===== src/rtl/rr_bus_arbiter.sv =====
// Round-robin arbiter for three masters in front of a two-slave write interconnect.
// It issues one packet at a time to the selected slave, with a timeout abort.
module rr_bus_arbiter #(
  parameter int TIMEOUT = 15,
  parameter int CNT_W   = 4
) (
  input  logic       clk,
  input  logic       rst_n,
  input  logic [2:0] req_valid,
  input  logic [6:0] req_data_1,
  input  logic [6:0] req_data_2,
  input  logic [6:0] req_data_3,
  input  logic       ready_slave1,
  input  logic       ready_slave2,
  output logic [2:0] req_ready,
  output logic       valid_slave1,
  output logic       valid_slave2,
  output logic [2:0] addr_out,
  output logic [2:0] value_out,
  output logic [2:0] done,
  output logic [2:0] err,
  output logic       busy
);

  typedef enum logic {S_IDLE, S_ISSUE} state_t;

  localparam logic [CNT_W-1:0] LP_CNT_LAST = CNT_W'(TIMEOUT - 1);

  state_t           r_state;
  logic [1:0]       r_last;
  logic [2:0]       r_owner;
  logic [CNT_W-1:0] r_cnt;
  logic [2:0]       r_req_ready;
  logic             r_valid1;
  logic             r_valid2;
  logic [2:0]       r_addr;
  logic [2:0]       r_value;
  logic [2:0]       r_done;
  logic [2:0]       r_err;
  logic             r_busy;

  logic [2:0] w_gnt_oh;
  logic [1:0] w_gnt;
  logic [6:0] w_pkt;
  logic       w_hs;

  // Search starts just after the last granted master and ends on it.
  always_comb begin
    w_gnt_oh = 3'b000;
    unique case (r_last)
      2'd1: begin
        if      (req_valid[1]) w_gnt_oh = 3'b010;
        else if (req_valid[2]) w_gnt_oh = 3'b100;
        else if (req_valid[0]) w_gnt_oh = 3'b001;
      end
      2'd2: begin
        if      (req_valid[2]) w_gnt_oh = 3'b100;
        else if (req_valid[0]) w_gnt_oh = 3'b001;
        else if (req_valid[1]) w_gnt_oh = 3'b010;
      end
      default: begin
        if      (req_valid[0]) w_gnt_oh = 3'b001;
        else if (req_valid[1]) w_gnt_oh = 3'b010;
        else if (req_valid[2]) w_gnt_oh = 3'b100;
      end
    endcase
  end

  always_comb begin
    w_gnt = 2'd3;
    w_pkt = req_data_3;
    if (w_gnt_oh[0]) begin
      w_gnt = 2'd1;
      w_pkt = req_data_1;
    end else if (w_gnt_oh[1]) begin
      w_gnt = 2'd2;
      w_pkt = req_data_2;
    end
  end

  assign w_hs = (r_valid1 & ready_slave1) | (r_valid2 & ready_slave2);

  always_ff @(posedge clk or negedge rst_n) begin
    if (!rst_n) begin
      r_state     <= S_IDLE;
      r_last      <= 2'd3;
      r_owner     <= 3'b000;
      r_cnt       <= '0;
      r_req_ready <= 3'b000;
      r_valid1    <= 1'b0;
      r_valid2    <= 1'b0;
      r_addr      <= 3'd0;
      r_value     <= 3'd0;
      r_done      <= 3'b000;
      r_err       <= 3'b000;
      r_busy      <= 1'b0;
    end else begin
      r_req_ready <= 3'b000;
      r_done      <= 3'b000;
      r_err       <= 3'b000;
      case (r_state)
        S_IDLE: begin
          if (|req_valid) begin
            r_state     <= S_ISSUE;
            r_last      <= w_gnt;
            r_owner     <= w_gnt_oh;
            r_req_ready <= w_gnt_oh;
            r_addr      <= w_pkt[5:3];
            r_value     <= w_pkt[2:0];
            r_valid1    <= ~w_pkt[6];
            r_valid2    <= w_pkt[6];
            r_busy      <= 1'b1;
            r_cnt       <= '0;
          end
        end
        S_ISSUE: begin
          // Handshake is tested first so it wins over a coincident timeout.
          if (w_hs) begin
            r_state  <= S_IDLE;
            r_valid1 <= 1'b0;
            r_valid2 <= 1'b0;
            r_busy   <= 1'b0;
            r_done   <= r_owner;
          end else if (r_cnt == LP_CNT_LAST) begin
            r_state  <= S_IDLE;
            r_valid1 <= 1'b0;
            r_valid2 <= 1'b0;
            r_busy   <= 1'b0;
            r_err    <= r_owner;
          end else begin
            r_cnt <= r_cnt + 1'b1;
          end
        end
        default: r_state <= S_IDLE;
      endcase
    end
  end

  assign req_ready    = r_req_ready;
  assign valid_slave1 = r_valid1;
  assign valid_slave2 = r_valid2;
  assign addr_out     = r_addr;
  assign value_out    = r_value;
  assign done         = r_done;
  assign err          = r_err;
  assign busy         = r_busy;

endmodule


===== config.mk =====
export PLATFORM = sky130hd
export DESIGN_NAME = rr_bus_arbiter
export DESIGN_NICKNAME = d
export VERILOG_FILES = /design/src/rtl/rr_bus_arbiter.sv
export SDC_FILE = /design/constraint.sdc
export NUM_CORES = 1
export LEC_CHECK = 0
export ABC_AREA = 1
export CAP_MARGIN = 20
export CORE_MARGIN = 1.5
export CORE_UTILIZATION = 45
export DETAILED_ROUTE_END_ITERATION = 7
export PLACE_DENSITY = 0.81
export SETUP_SLACK_MARGIN = 0.1
export SLEW_MARGIN = 10
export SYNTH_ARGS = -nofsm -noshare
export SYNTH_HDL_FRONTEND = slang
export SYNTH_SLANG_ARGS = --single-unit

===== constraint.sdc =====
create_clock -name clk -period 2.7 [get_ports clk]
set_clock_uncertainty 0.2 [all_clocks]
set_input_delay 0.54 -clock clk [delete_from_list [all_inputs] [get_ports clk]]
set_output_delay 0.54 -clock clk [all_outputs]
set_load 0.005 [all_outputs]

==> metrics, run 1 <==
min cycle time layout 2.08 ns; Layout area overhead 38.2%; final instance area 1940 µm²; DRT iter0 DRCs 23; syn_area_per_cell 8.19 µm²; Vias/cell 4.82; cell area after synthesis 1400 µm²; YS warnings 0; initial antenna violation count 0; first-pass GRT wire length 4940 µm; setup_tns 0 ns; H-tree depth 1; ys async rst share 1.00; status completed; post-route core utilization 0.645; global route overflow 0; final setup vio count 0; Setup Fix Bufs, Post-CTS 0; max_slew headroom 0.771; Internal 1.09 mW; top-count cell post-synth nand2_1; Sequential Power Share 0.386; Post-CTS Hold Fix Bufs 0; gp weighted congestion 0.824; #FFs+latches synth 28; io pins 46; WL per Instance 11.2 µm; smallest hold slack 0.306 ns; gr usage total 0.185; area of the multi-input gates 548 µm²; Worst Path Arrival 2.12 ns; sequential cell area 703 µm²; DRC viols 0; First-pass DRT Iterations 4; DR vias 1,215; CTS buffer count 3; Synth top area share 0.465; Final Hold Violating Endpoints 0; Clock transition at path regs 0.15 ns; vias in the first global route 1,201; power per cell area 893 nW/µm²; Layout fillers 251; CTS tree yes; Setup crit start kind flip-flop; Reg2Reg Launch Point r_last[0]; clock buffer depth 2; Clk Tree Root Cell clkbuf_4; final wirelength 2820 µm; crit path from r_last[0]; CTS resizes 0; HPWL Detailed 2190 µm; Netlist cell types 25; Fmax 0.481 GHz; n_diodes 0; die width 58.8 µm; Seq/Total Area, Yosys 0.502; later-pin clock latency in the skew report 0.34 ns; CP Capture Type flip-flop; Hold Startpoint r_last[1]; Sink Count 28; worst slew pin tran 0.344 ns; Site Rows 20; fin nets 252; Final ANT Viol Nets 0; core area 3000 µm²; worst min-delay path class reg2reg; Lkg Pwr 1.00 nW; clock network power share 0.161; RSZ-0062 raised after global routing no; number of flops mapped to enable cells by yosys 0; max-cap viol count 0; maximum vdd drop 0.402 mV; Pins Over Slew Limit 0; Post-synth top cells 48 x nand2_1, 30 x inv_1, 26 x dfrtp_1; placed cell area 1880 µm²; top post-synthesis cells by area dfrtp_1 46%, nand2_1 13%, nand3_1 8.9%; Comb power frac 0.453; Synth area leader dfrtp_1; ys flop type dfrtp_1; largest net degree at the start of global routing 29; share of cells above drive strength 1 0.0822; Mapped Nets 203; cells after synthesis 171; PortBufs 45; WS Path Type reg2reg; final period utilization 0.770; Req. time, crit path 2.74 ns; NetSw 0.643 mW; chip height 58.8 µm; initial core utilization 0.466; Sw Ratio 0.372; die area 3460 µm²; Crit Path Max Fanout 10
layout make-up:
class / count / area share
tap: 33 / 0.0213
timing repair buffer: 46 / 0.237
multi-input combinational: 107 / 0.283
clock buffer: 3 / 0.0116
inverter: 34 / 0.0685
sequential: 28 / 0.363
clock inverter: 1 / 0.0155
through the flow:
stage | std cells | total power [mW] | setup WS, ns
after global placement | 248 | 1.44 | 0.565
after detailed placement | 248 | 1.46 | 0.542
after floorplan | 171 | 1.15 | 0.853
final | 252 | 1.73 | 0.622
after CTS | 252 | 1.74 | 0.636
after global routing | 252 | 1.87 | 0.496
kinds of logic after synthesis:
kind of cell | share of synthesized area
and+or+nand+nor | 0.298
buffers and inverters | 0.106
DFF | 0.502
AOI/OAI and AO/OA | 0.0384
adders and majority gates | 0.0357
xor gates and xnor gates | 0.0125
muxes | 0.00715
power by group through the flow:
| stage | Sequential [mW] | Clock [mW] | Combinational [mW] |
|---|---|---|---|
| after floorplan | 0.653 | 0 | 0.492 |
| after global placement | 0.674 | 0 | 0.770 |
| after detailed placement | 0.676 | 0 | 0.787 |
| after CTS | 0.669 | 0.281 | 0.792 |
| after global routing | 0.687 | 0.295 | 0.888 |
| final | 0.668 | 0.278 | 0.783 |
worst max-delay path, cell delays in order (launching register included):
cell,delay (ns)
dfstp_2,0.56
inv_1,0.06
ha_1,0.30
inv_1,0.14
nand2_1,0.07
nand3_1,0.09
nand2_2,0.07
nand2_2,0.20
nor2_1,0.11
o21bai_1,0.18
per-layer routing:
layer	GRT usage	vias to the layer above	wire, µm
li1	-	623	-
met1	0.218	539	1200
met2	0.340	48	1410
met3	0.0264	5	171
met4	0.0682	0	41
met5	0	-	0
cells in the final DEF, fill, tap and decap left out, types with 4 or more instances in the layout:
master and count:
clkdlybuf4s50_1 45, dfrtp_1 26, ha_1 4, inv_1 30, nand2_1 48, nand3_1 25, nor2_1 7
registers in the layout (all words and copies together), names as in the netlist:
name,count
r_cnt,4
addr_out,3
done,3
err,3
r_owner,3
req_ready,3
value_out,3
r_last,2
busy,1
r_state,1
valid_slave1,1
valid_slave2,1
final timing paths:
path / to / slack [ns] / cells past startpoint
worst min-delay path: r_last[1] / 0.31 / 2
worst min register to register: r_last[1] / 0.31 / 2
min in group asynchronous: req_ready[2] / 0.35 / 2
worst max register to register: r_owner[1] / 0.62 / 9
max in group asynchronous: r_last[1] / 1.64 / 2
worst max-delay path: r_owner[1] / 0.62 / 9
No activity file was read; power rests on OpenSTA's default activity.
==> inputs of run 2 (changes only) <==
==> constraint.sdc (replaced) <==
create_clock -name clk -period 2.2 [get_ports clk]
set_clock_uncertainty 0.2 [all_clocks]
set_input_delay 0.44 -clock clk [delete_from_list [all_inputs] [get_ports clk]]
set_output_delay 0.44 -clock clk [all_outputs]
set_load 0.005 [all_outputs]
==> run 2 against run 1 <==
Sequential power is 23% higher. Non-clock buffer count is the same. Cell count did not move. Via count shrank 0.58%.
==> metrics, run 2 (synthesized netlist as in run 1, its figures left out) <==
largest net degree at the start of global routing 29; min cycle time layout 2.00 ns; Final Hold Violating Endpoints 0; Sink Count 28; maximum vdd drop 0.531 mV; most common cell after layout, fill and taps aside nand2_1; status completed; placed cell area 1880 µm²; fin nets 252; Top reg by flops r_cnt; DR vias 1,208; vias in the first global route 1,161; Post-CTS Hold Fix Bufs 0; clock network power share 0.124; Clock transition at path regs 0.15 ns; Layout area overhead 37.8%; Internal 1.26 mW; HPWL Detailed 2270 µm; DRC viols 0; share of cells above drive strength 1 0.0868; Setup crit start kind flip-flop; setup_tns 0 ns; global route overflow 0; CP Capture Type flip-flop; Clk Tree Root Cell clkbuf_4; Vias/cell 4.79; chip height 58.8 µm; most frequent cells in the layout 48 x nand2_1, 45 x clkdlybuf4s50_1, 29 x inv_1; Setup Slack @ Placement 0.143 ns; worst min-delay path class in2async; later-pin clock latency in the skew report 0.34 ns; final period utilization 0.908; worst slew pin tran 0.352 ns; max_slew headroom 0.766; WL per Instance 11.4 µm; Final ANT Viol Nets 0; core area 3000 µm²; max-cap viol count 0; die area 3460 µm²; Site Rows 20; io pins 46; Lkg Pwr 1.00 nW; Fmax 0.500 GHz; final wirelength 2880 µm; DRT iter0 DRCs 26; Req. time, crit path 2.23 ns; gr usage total 0.186; PortBufs 45; initial antenna violation count 0; Sequential Power Share 0.400; gp weighted congestion 0.828; CTS buffer count 3; max FFs per register 4; smallest hold slack 0.241 ns; Crit Path Max Fanout 10; Comb power frac 0.476; CTS tree yes; NetSw 0.799 mW; H-tree depth 1; clock buffer depth 2; Sw Ratio 0.388; WS Path Type reg2reg; final worst slack 0.201 ns; First-pass DRT Iterations 4; Setup Fix Bufs, Post-CTS 0; Worst Path Arrival 2.03 ns; first-pass GRT wire length 4850 µm; RSZ-0062 raised after global routing no; Pins Over Slew Limit 0; total power 2.06 mW; n_diodes 0; die width 58.8 µm; initial core utilization 0.466; final instance area 1930 µm²; final setup vio count 0; power per cell area 1070 nW/µm²
run 2: cell type report:
class | instances | area [µm²]
Fill cell | 250 | 1070
Sequential cell | 28 | 703
Clock buffer | 4 | 36.3
Timing Repair Buffer | 46 | 458
Tap cell | 33 | 41.3
Multi-Input combinational cell | 107 | 558
Inverter | 34 | 133
run 2: path summary, 6_finish.rpt:
check,from,to,slack (ns),depth (start not counted)
worst max-delay path,r_last[0],r_owner[1],0.20,9
worst min-delay path,rst_n,req_ready[2],0.24,2
worst max register to register,r_last[0],r_owner[1],0.20,9
worst min register to register,r_last[1],r_last[1],0.31,2
max in group asynchronous,rst_n,r_last[1],1.26,2
min in group clk,r_last[1],r_last[1],0.31,2
run 2: timing repair:
item / 4_1_cts / 5_1_grt
endpoints found under the setup margin: 0 / 10
gates resized for setup: 0 / 3
hold endpoints to repair: 0 / 0
run 2: through the flow:
stage | util | std cells
after floorplan | - | 171
after global placement | 0.627 | 248
after global routing | 0.643 | 252
final | 0.643 | 252
after detailed placement | 0.627 | 248
after CTS | 0.639 | 252
run 2: critical path, stage by stage, from the launching register on:
cell and delay (ns):
dfstp_2 0.56, inv_1 0.06, ha_1 0.32, inv_2 0.10
nand2_1 0.05, nand3_1 0.09, nand2_2 0.08, nand2_4 0.14
nor2_1 0.09, o21bai_1 0.19
run 2: power groups by stage:
| stage | logic (mW) | registers [mW] | clock network, mW |
|---|---|---|---|
| after floorplan | 0.604 | 0.802 | 0 |
| final | 0.978 | 0.823 | 0.255 |
| after detailed placement | 0.973 | 0.831 | 0 |
| after CTS | 0.976 | 0.821 | 0.265 |
| after global routing | 1.10 | 0.847 | 0.278 |
| after global placement | 0.944 | 0.828 | 0 |
run 2: per-layer routing:
layer  up-vias  wire length, µm  global-route usage
li1        623                -                   -
met2        45             1380               0.321
met5         -                0                   0
met4         0               62              0.0909
met1       535             1280               0.222
met3         5              166              0.0308
